$ cat src/rtl/trap_return_unit_if.sv
// ============================================================================
//  Module   : trap_return_unit_if
//  Purpose  : Return-request and fetch-redirect handshakes of the trap return unit.
//  Revision : 1.0 - initial release
// ============================================================================
`default_nettype none

interface trap_return_unit_if #(
    parameter int XLEN = 32
);
    logic            ret_valid;
    logic            ret_type;
    logic            ret_ready;
    logic            redirect_valid;
    logic [XLEN-1:0] redirect_pc;
    logic            redirect_ready;

    modport master (
        output ret_valid, ret_type, redirect_ready,
        input  ret_ready, redirect_valid, redirect_pc
    );

    modport slave (
        input  ret_valid, ret_type, redirect_ready,
        output ret_ready, redirect_valid, redirect_pc
    );
endinterface

`default_nettype wire

$ cat src/rtl/trap_return_unit.sv
// ============================================================================
//  Module   : trap_return_unit
//  Purpose  : Sequences MRET/SRET (drain, status restore, fetch redirect) and trap entry.
//  Revision : 1.0 - initial release
// ============================================================================
`default_nettype none

module trap_return_unit #(
    parameter int XLEN = 32
) (
    input  wire logic            clk,
    input  wire logic            rst_n,
    trap_return_unit_if.slave    bus,
    input  wire logic            pipe_empty,
    input  wire logic [XLEN-1:0] mepc,
    input  wire logic [XLEN-1:0] sepc,
    input  wire logic            trap_enter,
    input  wire logic [1:0]      trap_priv,
    output logic      [1:0]      priv_mode,
    output logic                 mstatus_mie,
    output logic                 mstatus_sie,
    output logic                 mstatus_mpie,
    output logic                 mstatus_spie,
    output logic                 mstatus_spp,
    output logic      [1:0]      mstatus_mpp,
    output logic                 illegal_ret,
    output logic                 drain_timeout
);

    localparam logic [1:0] S_IDLE     = 2'd0;
    localparam logic [1:0] S_DRAIN    = 2'd1;
    localparam logic [1:0] S_RESTORE  = 2'd2;
    localparam logic [1:0] S_REDIRECT = 2'd3;

    localparam logic [1:0] c_PRIV_U   = 2'b00;
    localparam logic [1:0] c_PRIV_S   = 2'b01;
    localparam logic [1:0] c_PRIV_M   = 2'b11;
    localparam logic [7:0] c_DRAIN_LAST = 8'd254;

    logic [1:0]      r_state;
    logic [1:0]      w_next;
    logic [7:0]      r_cnt;
    logic            r_type;
    logic [XLEN-1:0] r_epc;
    logic [1:0]      r_priv;
    logic            r_mie, r_mpie, r_sie, r_spie, r_spp;
    logic [1:0]      r_mpp;
    logic            r_illegal, r_timeout;

    logic w_ret_illegal, w_accept, w_reject, w_cnt_inc, w_timeout, w_restore, w_trap_s;

    // SRET only needs S or above; MRET needs M.
    assign w_ret_illegal = bus.ret_type ? (r_priv == c_PRIV_U) : (r_priv != c_PRIV_M);
    assign w_accept  = (r_state == S_IDLE) && bus.ret_valid && !trap_enter && !w_ret_illegal;
    assign w_reject  = (r_state == S_IDLE) && bus.ret_valid && !trap_enter &&  w_ret_illegal;
    assign w_cnt_inc = (r_state == S_DRAIN) && !pipe_empty && !trap_enter;
    assign w_timeout = w_cnt_inc && (r_cnt == c_DRAIN_LAST);
    assign w_restore = (r_state == S_RESTORE) && !trap_enter;
    assign w_trap_s  = (trap_priv == c_PRIV_S);

    always_ff @(posedge clk or negedge rst_n) begin
        if (!rst_n) r_state <= S_IDLE;
        else        r_state <= w_next;
    end

    always_comb begin
        w_next = r_state;
        if (trap_enter) begin
            w_next = S_IDLE;
        end else begin
            case (r_state)
                S_IDLE:     if (w_accept) w_next = S_DRAIN;
                S_DRAIN:    if (pipe_empty) w_next = S_RESTORE;
                            else if (w_timeout) w_next = S_IDLE;
                S_RESTORE:  w_next = S_REDIRECT;
                S_REDIRECT: if (bus.redirect_ready) w_next = S_IDLE;
                default:    w_next = S_IDLE;
            endcase
        end
    end

    always_comb begin
        bus.ret_ready      = (r_state == S_IDLE);
        bus.redirect_valid = (r_state == S_REDIRECT);
        bus.redirect_pc    = '0;
        if (r_state == S_REDIRECT) bus.redirect_pc = {r_epc[XLEN-1:2], 2'b00};
    end

    always_ff @(posedge clk or negedge rst_n) begin
        if (!rst_n) begin
            r_cnt     <= '0;
            r_type    <= 1'b0;
            r_epc     <= '0;
            r_priv    <= c_PRIV_M;
            r_mie     <= 1'b0;
            r_mpie    <= 1'b0;
            r_sie     <= 1'b0;
            r_spie    <= 1'b0;
            r_spp     <= 1'b0;
            r_mpp     <= c_PRIV_U;
            r_illegal <= 1'b0;
            r_timeout <= 1'b0;
        end else begin
            r_illegal <= w_reject;
            r_timeout <= w_timeout;
            r_cnt     <= (w_cnt_inc && !w_timeout) ? r_cnt + 8'd1 : 8'd0;
            if (w_accept) begin
                r_type <= bus.ret_type;
                r_epc  <= bus.ret_type ? sepc : mepc;
            end
            // Trap entry outranks a restore landing on the same edge.
            if (trap_enter) begin
                if (w_trap_s) begin
                    r_spp  <= r_priv[0];
                    r_spie <= r_sie;
                    r_sie  <= 1'b0;
                    r_priv <= c_PRIV_S;
                end else begin
                    r_mpp  <= r_priv;
                    r_mpie <= r_mie;
                    r_mie  <= 1'b0;
                    r_priv <= c_PRIV_M;
                end
            end else if (w_restore) begin
                if (r_type) begin
                    r_priv <= {1'b0, r_spp};
                    r_sie  <= r_spie;
                    r_spie <= 1'b1;
                    r_spp  <= 1'b0;
                end else begin
                    r_priv <= r_mpp;
                    r_mie  <= r_mpie;
                    r_mpie <= 1'b1;
                    r_mpp  <= c_PRIV_U;
                end
            end
        end
    end

    assign priv_mode     = r_priv;
    assign mstatus_mie   = r_mie;
    assign mstatus_sie   = r_sie;
    assign mstatus_mpie  = r_mpie;
    assign mstatus_spie  = r_spie;
    assign mstatus_spp   = r_spp;
    assign mstatus_mpp   = r_mpp;
    assign illegal_ret   = r_illegal;
    assign drain_timeout = r_timeout;

endmodule

`default_nettype wire

$ cat src/flat_wrapper.sv
// flat-port wrapper written by rule: the top's interface ports become plain ports
module trap_return_unit_flat 
#(
    parameter int XLEN = 32
)
  (clk, rst_n, pipe_empty, mepc, sepc, trap_enter, trap_priv, priv_mode, mstatus_mie, mstatus_sie, mstatus_mpie, mstatus_spie, mstatus_spp, mstatus_mpp, illegal_ret, drain_timeout, bus_ret_valid, bus_ret_type, bus_redirect_ready, bus_ret_ready, bus_redirect_valid, bus_redirect_pc);
  trap_return_unit_if #(.XLEN(XLEN)) bus_i ();
  input  wire logic clk;
  input  wire logic rst_n;
  input  wire logic pipe_empty;
  input  wire logic [XLEN-1:0] mepc;
  input  wire logic [XLEN-1:0] sepc;
  input  wire logic trap_enter;
  input  wire logic [1:0] trap_priv;
  output logic      [1:0] priv_mode;
  output logic mstatus_mie;
  output logic mstatus_sie;
  output logic mstatus_mpie;
  output logic mstatus_spie;
  output logic mstatus_spp;
  output logic      [1:0] mstatus_mpp;
  output logic illegal_ret;
  output logic drain_timeout;
  input wire logic [$bits(bus_i.ret_valid)-1:0] bus_ret_valid;
  input wire logic [$bits(bus_i.ret_type)-1:0] bus_ret_type;
  input wire logic [$bits(bus_i.redirect_ready)-1:0] bus_redirect_ready;
  output wire logic [$bits(bus_i.ret_ready)-1:0] bus_ret_ready;
  output wire logic [$bits(bus_i.redirect_valid)-1:0] bus_redirect_valid;
  output wire logic [$bits(bus_i.redirect_pc)-1:0] bus_redirect_pc;
  assign bus_i.ret_valid = bus_ret_valid;
  assign bus_i.ret_type = bus_ret_type;
  assign bus_i.redirect_ready = bus_redirect_ready;
  assign bus_ret_ready = bus_i.ret_ready;
  assign bus_redirect_valid = bus_i.redirect_valid;
  assign bus_redirect_pc = bus_i.redirect_pc;
  trap_return_unit #(.XLEN(XLEN)) u_core (.clk(clk), .rst_n(rst_n), .bus(bus_i), .pipe_empty(pipe_empty), .mepc(mepc), .sepc(sepc), .trap_enter(trap_enter), .trap_priv(trap_priv), .priv_mode(priv_mode), .mstatus_mie(mstatus_mie), .mstatus_sie(mstatus_sie), .mstatus_mpie(mstatus_mpie), .mstatus_spie(mstatus_spie), .mstatus_spp(mstatus_spp), .mstatus_mpp(mstatus_mpp), .illegal_ret(illegal_ret), .drain_timeout(drain_timeout));
endmodule
$ cat config.mk
export PLATFORM = sky130hd
export DESIGN_NAME = trap_return_unit_flat
export DESIGN_NICKNAME = d
export VERILOG_FILES = /design/src/rtl/trap_return_unit_if.sv /design/src/rtl/trap_return_unit.sv /design/src/flat_wrapper.sv
export SDC_FILE = /design/constraint.sdc
export NUM_CORES = 1
export LEC_CHECK = 0
export ABC_AREA = 1
export ABC_CLOCK_PERIOD_IN_PS = 1400
export CAP_MARGIN = 20
export CORE_ASPECT_RATIO = 0.8
export CORE_MARGIN = 5
export CORE_UTILIZATION = 25
export CTS_CLUSTER_SIZE = 14
export DETAILED_ROUTE_END_ITERATION = 6
export PLACE_DENSITY = 0.55
export SLEW_MARGIN = 20
export SYNTH_ARGS = -nofsm -noshare
export SYNTH_HDL_FRONTEND = slang
export SYNTH_SLANG_ARGS = --single-unit
$ cat constraint.sdc
create_clock -name clk -period 1.4 [get_ports clk]
set_clock_uncertainty 0.1 [all_clocks]
set_input_delay 0.28 -clock clk [delete_from_list [all_inputs] [get_ports clk]]
set_output_delay 0.28 -clock clk [all_outputs]
set_load 0.02 [all_outputs]
==> results.txt <==
height of the die - 105.0 µm
leakage power - 2.376 nW
Post-Route WL - 7985 µm
initial cell density of the core - 0.2572
clock slew at reported path FFs - 0.07 ns
CP top delay family - flip-flops
largest net degree at the start of global routing - 53
WP data arrival - 1.70 ns
Setup CP Type - reg2reg
PortBufs - 111
FMAX - 0.6144 GHz
clk buf depth - 2
PwrDens - 1254 nW/µm²
violated checks - setup timing
share of cells above drive strength 1 - 0.4198
Synth Cell Area - 2823 µm²
register share of total power - 0.373
Ant. Diodes - 0
Synth cell types - 27
most frequent cells after synthesis - 65 x nand2_1, 50 x dfrtp_1, 48 x inv_1
core area - 10980 µm²
register bit total from synthesis - 52
vias per inst - 4.156
Net Switching - 2.035 mW
minimum clock period - 1.628 ns
Root Buffer - clkbuf_16
Largest stage delay, worst path - 0.56 ns
Core Rows - 34
RSZ-0062 raised after global routing - true
die area - 13530 µm²
antenna-violating nets left - 0
asr flop ratio synth - 1.000
die span in x - 128.8 µm
crit-path max FO - 5
critical path, cell by cell - buf_12, nand2_4, a21oi_4, nand2_4, buf_12, buf_8, nand2_2, o21ai_2
final count of hold timing violations - 0
Synth Flop Type - dfrtp_1
initial antenna violation count - 0
VDD IR-drop max - 0.5459 mV
Final WS setup - -0.2275 ns
fill count - 1061
worst min-delay path class - in2reg
Ports - 118
ranking of synthesized cells by area - dfrtp_1 44%, mux2i_1 11%, o21ai_2 8.7%, nand2_1 8.6%, inv_1 6.4%
Mapped Avg Cell Area - 8.659 µm²
final setup violation count - 66
number of synthesized flops with an enable pin - 0
Initial DRC Count - 107
CTS tree - built
DRC violations left - 0
sw frac - 0.3260
Core Util, Final - 0.4536
combinational fraction of design power - 0.407
htree depth - 2
post-DP HPWL - 5871 µm
Buf+Inv Stages, Crit Path - 3
first-pass GRT wire length - 13030 µm
status - finished with violations
top-area cell type share of the netlist area - 0.4433
Layout area overhead - 76.37%
overflow left after global routing - 0
Pre-antenna DRT Iters - 4
total CTS buffers - 5
sequential share of the synthesized area - 0.4619
vias - 2618
critical path's slowest cell - dfstp_2
Synth area leader - dfrtp_1
CTS Sinks - 52
TNS Setup - -10.34 ns
worst-skew pair later-pin latency - 0.28 ns
Post-Syn Instances - 326
Nets - 560
gpl congestion - 0.7461
count leader, synth - nand2_1
max_cap viols - 0
vias in the first global route - 2727
Critical Path RT - 1.47 ns
Worst setup EP type - flop
Pint - 4.209 mW
Final Max Tran Viols - 0
final worst-path cycle share - 1.163
synth warn - 0
Global Route Usage Sum - 0.1179
crit start category - flop
wire per inst - 12.67 µm
Clk network pwr share - 0.220
==> worst min-delay path, cell delays in order <==
cell and delay [ns]:
buf_2 0.14, inv_1 0.12, o21ai_1 0.08
==> routing by layer <==
layer,wire length (µm),share of wire,GRT usage,vias up
met3,508,0.064,0.03060,2
li1,-,-,-,1343
met4,16,0.0020,0.01574,0
met2,3825,0.48,0.1927,67
met1,3635,0.46,0.1608,1206
met5,0,0,0,-
==> per-stage QoR <==
stage | instances | power (mW) | hold slack (ns) | cell area (µm²) | setup slack, ns
2_1_floorplan | 327 | 3.485 | -0.1156 | 2873 | -0.02713
3_3_place_gp | 611 | 4.520 | 0.1993 | 4433 | -0.3414
3_5_place_dp | 611 | 4.580 | 0.2020 | 4433 | -0.3966
4_1_cts | 628 | 6.187 | 0.2892 | 4805 | -0.2160
5_1_grt | 630 | 6.675 | 0.2963 | 4979 | -0.2831
6_report | 630 | 6.244 | 0.2735 | 4979 | -0.2275
==> registers in the layout (all words and copies together), names as in the netlist <==
| name | flops |
|---|---|
| u_core.mstatus_sie | 1 |
| u_core.priv_mode | 2 |
| u_core.mstatus_mpp | 2 |
| u_core.r_type | 1 |
| u_core.illegal_ret | 1 |
| u_core.mstatus_spp | 1 |
| u_core.r_epc | 30 |
| u_core.mstatus_mie | 1 |
| u_core.r_state | 2 |
| u_core.mstatus_mpie | 1 |
| u_core.r_cnt | 8 |
| u_core.mstatus_spie | 1 |
| u_core.drain_timeout | 1 |
==> worst paths after layout <==
path	start	end	slack (ns)	cells after the start
worst max-delay path	u_core.priv_mode[0]	u_core.r_epc[31]	-0.23	8
worst min-delay path	bus_ret_type	u_core.r_type	0.27	3
worst max register to register	u_core.priv_mode[0]	u_core.r_epc[31]	-0.23	8
worst min register to register	u_core.r_epc[26]	u_core.r_epc[26]	0.38	2
max in group asynchronous	rst_n	u_core.priv_mode[1]	0.51	3
min in group asynchronous	rst_n	u_core.mstatus_spp	0.41	3
==> cell usage in the layout (no fill, tap or decap), types with 2 or more instances in the layout <==
master	synthesis	routed
inv_1	48	47
o21ai_2	28	30
o21ai_1	3	4
clkdlybuf4s15_1	0	5
buf_16	0	3
dfstp_2	2	2
buf_6	5	29
nor2_2	2	22
dfrtp_1	50	50
nand2_4	1	7
nand2_2	2	31
buf_2	4	2
clkbuf_2	0	2
conb_1	1	2
nand3_1	6	5
xor2_1	2	2
dlygate4sd2_1	0	3
mux2i_1	31	31
a21oi_1	4	4
nor2_1	46	19
buf_12	0	6
clkbuf_16	0	5
nor2_4	1	8
nand2_1	65	30
clkdlybuf4s50_1	0	65
nor3_1	5	4
o21ai_0	8	5
buf_4	3	49
clkbuf_1	3	2
==> area by class of cell <==
type / instances / area [µm²] / share of cell area
clock buffer: 7 / 132.6 / 0.02664
inverter: 49 / 186.4 / 0.03745
sequential: 52 / 1304 / 0.2619
clock inverter: 1 / 30.03 / 0.006032
multi-input combinational: 211 / 1476 / 0.2966
tap: 144 / 180.2 / 0.03619
timing repair buffer: 166 / 1669 / 0.3353
==> what timing repair did <==
action	4_1_cts	5_1_grt
setup buffers	5	2
setup endpoints to repair	84	90
hold endpoints to repair	50	0
gates cloned	3	0
hold buffers	1	0
gates resized for setup	235	57
pin swaps	3	6
==> power by group through the flow <==
stage	logic [mW]	clock network [mW]	registers (mW)
2_1_floorplan	1.09	0	2.40
3_5_place_dp	2.25	0	2.33
4_1_cts	2.45	1.41	2.33
5_1_grt	2.80	1.47	2.40
6_report	2.54	1.37	2.33
3_3_place_gp	2.21	0	2.31
==> cell families (layout without fill, tap and decap cells) <==
group / count (synthesis) / after routing / synth area share
xor gates and xnor gates: 2 / 2 / 0.006207
other: 1 / 2 / 0.001329
and+or+nand+nor: 129 / 129 / 0.1862
buffers and inverters: 64 / 223 / 0.1042
adders and majority gates: 2 / 2 / 0.008864
AOI/OAI and AO/OA: 45 / 45 / 0.1215
muxes: 31 / 31 / 0.1099
DFF: 52 / 52 / 0.4619
Power figures use the tool's default switching activity.
==> variant 1 (config.mk and constraints unchanged) <==
`XLEN` is set to 32 in 3 places; all go to 64.
--- a/src/rtl/trap_return_unit_if.sv
+++ b/src/rtl/trap_return_unit_if.sv
@@ -6,7 +6,7 @@
 `default_nettype none
 
 interface trap_return_unit_if #(
-    parameter int XLEN = 32
+    parameter int XLEN = 64
 );
     logic            ret_valid;
     logic            ret_type;
--- a/src/rtl/trap_return_unit.sv
+++ b/src/rtl/trap_return_unit.sv
@@ -6,7 +6,7 @@
 `default_nettype none
 
 module trap_return_unit #(
-    parameter int XLEN = 32
+    parameter int XLEN = 64
 ) (
     input  wire logic            clk,
     input  wire logic            rst_n,
--- a/src/flat_wrapper.sv
+++ b/src/flat_wrapper.sv
@@ -1,7 +1,7 @@
 // flat-port wrapper written by rule: the top's interface ports become plain ports
 module trap_return_unit_flat 
 #(
-    parameter int XLEN = 32
+    parameter int XLEN = 64
 )
   (clk, rst_n, pipe_empty, mepc, sepc, trap_enter, trap_priv, priv_mode, mstatus_mie, mstatus_sie, mstatus_mpie, mstatus_spie, mstatus_spp, mstatus_mpp, illegal_ret, drain_timeout, bus_ret_valid, bus_ret_type, bus_redirect_ready, bus_ret_ready, bus_redirect_valid, bus_redirect_pc);
   trap_return_unit_if #(.XLEN(XLEN)) bus_i ();
Interface: changed (resized bus_redirect_pc, mepc and sepc); port bits go from 118 to 214. The function was not compared with the original's and may differ.
==> variant 1 against the original RTL <==
  * The run still ends with negative setup slack left
  * First-iteration DRC count rose by 43%
  * Power is 82% higher
  * Sequential cell count increased by 32
  * Final area is 85% higher
  * Largest power group unchanged
  * Setup slack got worse by 0.17 ns
  * Routed wire length increased by 110%
  * Maximum frequency fell by 9.7%
  * Largest cell class unchanged
  * Synthesized area grew 57%
  * Register-to-register slack worse by 0.15 ns
  * Die area increased by 51%
==> variant 1: results <==
[setup_path]
slowest_delay_ns = 0.41
crit_slowest_cell = "dfrtp_1"
crit_arrival_ns = 1.42
worstPathMaxFanout = 8
crit_family = "buffers and inverters"

[sta]
setup_violations = 130
layout_setup_ws_ns = -0.4015

[logic_synthesis]
synth_fa_ha_area_frac = 0.005650
synth_seq_area_share = 0.4751
yosysWarnings = 0
ys_types = 25
synth_mux_area_frac = 0.1424
yosys.area_share.xor_xnor = 0.003955
synth_area_leaders = "dfrtp_1, mux2i_1, nand2_1"
synth_top_area_cell = "dfrtp_1"
synth_compound_area_frac = 0.08757
synth_commonest_cells = "nand2_1, inv_1, dfrtp_1, nor2_1, mux2i_1"

[drt]
vias = 4540
met1_length_mm = 7.501
drt-pass1-iter-count = 4
wl_per_cell_um = 16.25
met2WireLength_mm = 7.917
route.met3.wl_mm = 1.295
drt_iter0_drc = 153
top_layer_used = "met4"

[cts]
cts_buffer_depth = 2
htreeDepth = 3
postCtsHoldBufs = 1
numCtsBuffers = 9
cts_resized = 501
post_cts_buffers = 18
clk_pin_slew_worst_paths_ns = 0.06
clock_latency_ns = 0.34

[outcome]
status = "finished, violations left"
violations = "negative setup slack"

[finish]
largest_registers = "u_core.r_epc x62, u_core.r_cnt x8"
drive_gt1_frac = 0.4377
nNetsFinal = 945
num-fill-cells = 1558

[grt]
gr-usage-met1 = 0.2054
grt_pass1_wl_mm = 25.19
grt_pass1_vias = 4655
met3_usage = 0.05819
track_usage = 0.1544
grt_max_degree = 85
met2_usage = 0.2450

[placement]
hpwl_mm = 10.18
placed_cell_area_sq_um = 7278
io_buffer_count = 207
gp_congestion = 0.8040

[min_path]
holdCritPathClass = "input pin to flip-flop"

[power_and_ir_drop]
ir_worst_vdd_uv = 598.1
leakagePower_uw = 0.004227
variant 1: cell types whose count changed after synthesis, moves of 2 or more:
cell,change
buf_2,+3
clkbuf_1,+11
a21oi_1,-2
o21ai_0,+35
o21ai_2,-27
nor2_1,+36
dfrtp_1,+32
nand2_1,+33
mux2i_1,+32
inv_1,+35
o21ai_1,+26
variant 1: metrics by stage:
step / utilization / setup WS [ns] / instances / TNS, ns
detailed placement: 0.4188 / -0.5450 / 974 / -58.49
finish: 0.5290 / -0.4015 / 1036 / -40.04
floorplan: - / -0.1435 / 540 / -7.747
global route: 0.5290 / -0.4679 / 1036 / -48.57
CTS: 0.4840 / -0.4342 / 1022 / -45.86
global placement: 0.4188 / -0.4660 / 974 / -54.86
variant 1: path summary, 6_finish.rpt:
kind                                   start                   to  slack, ns  cells past startpoint
setup / recovery           u_core.r_state[0]  bus_redirect_pc[26]      -0.40                      5
hold / removal                  bus_ret_type        u_core.r_type       0.16                      3
setup reg to reg           u_core.r_state[0]     u_core.r_epc[36]      -0.38                     10
hold reg to reg             u_core.r_epc[25]     u_core.r_epc[25]       0.38                      2
max in group asynchronous              rst_n     u_core.r_epc[10]       0.40                      3
min in group asynchronous              rst_n     u_core.r_epc[57]       0.42                      3
variant 1: area by class of cell:
type	count	area share
Clock inverter	4	0.007894
Timing Repair Buffer	284	0.3586
Multi-Input combinational cell	343	0.3120
Inverter	84	0.03512
Clock buffer	12	0.02681
Tap cell	225	0.03062
Sequential cell	84	0.2289
variant 1: power by group:
group	total (uW)	internal (uW)	switching [uW]	leakage [uW]
clock network	2560	1610	949	0.000153
logic	4650	2320	2330	0.00301
registers	4160	3360	799	0.00106
==> variant 2 (same flow settings) <==
Without the edit above. Make the reset (`rst_n`) synchronous in 2 clocked blocks.
--- a/src/rtl/trap_return_unit.sv
+++ b/src/rtl/trap_return_unit.sv
@@ -58,7 +58,7 @@
     assign w_restore = (r_state == S_RESTORE) && !trap_enter;
     assign w_trap_s  = (trap_priv == c_PRIV_S);
 
-    always_ff @(posedge clk or negedge rst_n) begin
+    always_ff @(posedge clk) begin
         if (!rst_n) r_state <= S_IDLE;
         else        r_state <= w_next;
     end
@@ -86,7 +86,7 @@
         if (r_state == S_REDIRECT) bus.redirect_pc = {r_epc[XLEN-1:2], 2'b00};
     end
 
-    always_ff @(posedge clk or negedge rst_n) begin
+    always_ff @(posedge clk) begin
         if (!rst_n) begin
             r_cnt     <= '0;
             r_type    <= 1'b0;
Behaviour: differs if rst_n is asserted again (counterexample within 4 cycles, from zero or initial values and one cycle with rst_n low); with rst_n held inactive, the same outputs for 10 cycles.
==> variant 2 against the original RTL <==
  * The run still ends with negative setup slack left
  * Synthesized cell count rose by 21%
  * Largest cell class unchanged
  * Routed wire length increased by 8.5%
  * Synthesized area is 4.3% lower
  * Setup slack gained 0.039 ns
  * Sequential cell count unchanged
  * Final area decreased by 2.6%
  * Utilization fell by 0.12 points
Power is not compared: it rests on default switching activity, and its combinational part moved more than twofold at a synthesized area within 25%.
==> variant 2: results <==
[setup_path]
crit_slowest_cell = "dfxtp_2"
reg2reg_slack_ns = -0.17
timing.rr.end = "u_core.r_epc[4]"
crit_arrival_ns = 1.21
worstPathMaxFanout = 15
slowest_delay_ns = 0.34

[finish]
final_cells = 696
seq_area_sq_um = 1046
num-fill-cells = 1126
multi_input_gates = 243
inv_count = 80
multiInputGateArea_sq_um = 1488
clk_share = 0.02580
nNetsFinal = 629
nonClkBufAreaFrac = 0.3517
buffers = 172
drive_gt1_frac = 0.3297

[drt]
met1_length_mm = 3.932
wl_per_cell_um = 12.45
post_drt_via_cell_ratio = 4.264
drt_iter0_drc = 90
met2WireLength_mm = 3.981
route.met3.wl_um = 644

[outcome]
violations = "negative setup slack"
status = "finished, violations left"

[grt]
grt_pass1_vias = 3062
grt_max_degree = 38
met3_usage = 0.04557
met2_usage = 0.2231
track_usage = 0.1323

[cts]
post_cts_buffers = 14
cts_resized = 237

[logic_synthesis]
synth_fa_ha_area_frac = 0.009259
async_reset_ff_frac = 0
synth_area_leaders = "dfxtp_1, inv_1, nand2_1"
yosys.area_share.xor_xnor = 0.006481
avgSynthCellArea_sq_um = 6.825
synthFlopType = "dfxtp_1"
synth_mux_area_frac = 0
synth_seq_area_share = 0.3852
synth_compound_area_frac = 0.2301
synth_commonest_cells = "inv_1, nand2_1, dfxtp_1, nor2_1, o21ai_0"

[placement]
hpwl_mm = 6.150

[sta]
whs_ns = 0.2509
layout_setup_ws_ns = -0.1882
setup_violations = 71

[die]
start_util = 0.2521

[min_path]
holdPathEnd = "u_core.r_type"
## variant 2: changes by cell type in the layout (fill, tap and decap cells not counted), moves of 21 or more
cell and delta:
dfrtp_1 -50, dfxtp_1 +48, inv_1 +29, mux2i_1 -31
nand2_1 +21, nand2_2 -29, o21ai_0 +29
## variant 2: logic make-up after synthesis
| group | count (synthesis) |
|---|---|
| compound gates | 112 |
| xor+xnor | 2 |
| fa+ha+maj | 2 |
| buf+inv | 103 |
| flops | 52 |
| other cells | 1 |
| simple gates | 124 |
## variant 2: worst max path at each step
| stage | endpoint | from | slack (ns) | cells past startpoint |
|---|---|---|---|---|
| after global placement | bus_redirect_pc[2] | u_core.r_state[0] | -0.39 | 4 |
| final | bus_redirect_pc[2] | flip-flop | -0.19 | 4 |
| after global routing | u_core.r_epc[11] | u_core.r_state[0] | -0.25 | 8 |
| after floorplan | bus_redirect_pc[22] | flip-flop | -0.04 | 3 |
| after detailed placement | bus_redirect_pc[2] | flip-flop | -0.37 | 4 |
| after CTS | u_core.r_epc[15] | u_core.r_state[0] | -0.21 | 9 |
## variant 2: worst register-to-register path, stage by stage, from the launching register on
cell and delay (ns):
dfxtp_2 0.33, buf_6 0.13, nor2_4 0.11, nand2_4 0.08
nor2_4 0.12, nand2_4 0.13, bufbuf_16 0.30, o21ai_2 0.12
a21oi_1 0.05
## variant 2: per-stage QoR
stage                     power [uW]  setup slack [ns]    util  cell area, sq um
final                           3716           -0.1882  0.4524              4850
after floorplan                 1992          -0.04239       -              2706
after detailed placement        2370           -0.3747  0.3889              4169
after global routing            3917           -0.2547  0.4524              4850
after CTS                       3717           -0.2117  0.4387              4703
after global placement          2358           -0.3917  0.3889              4169
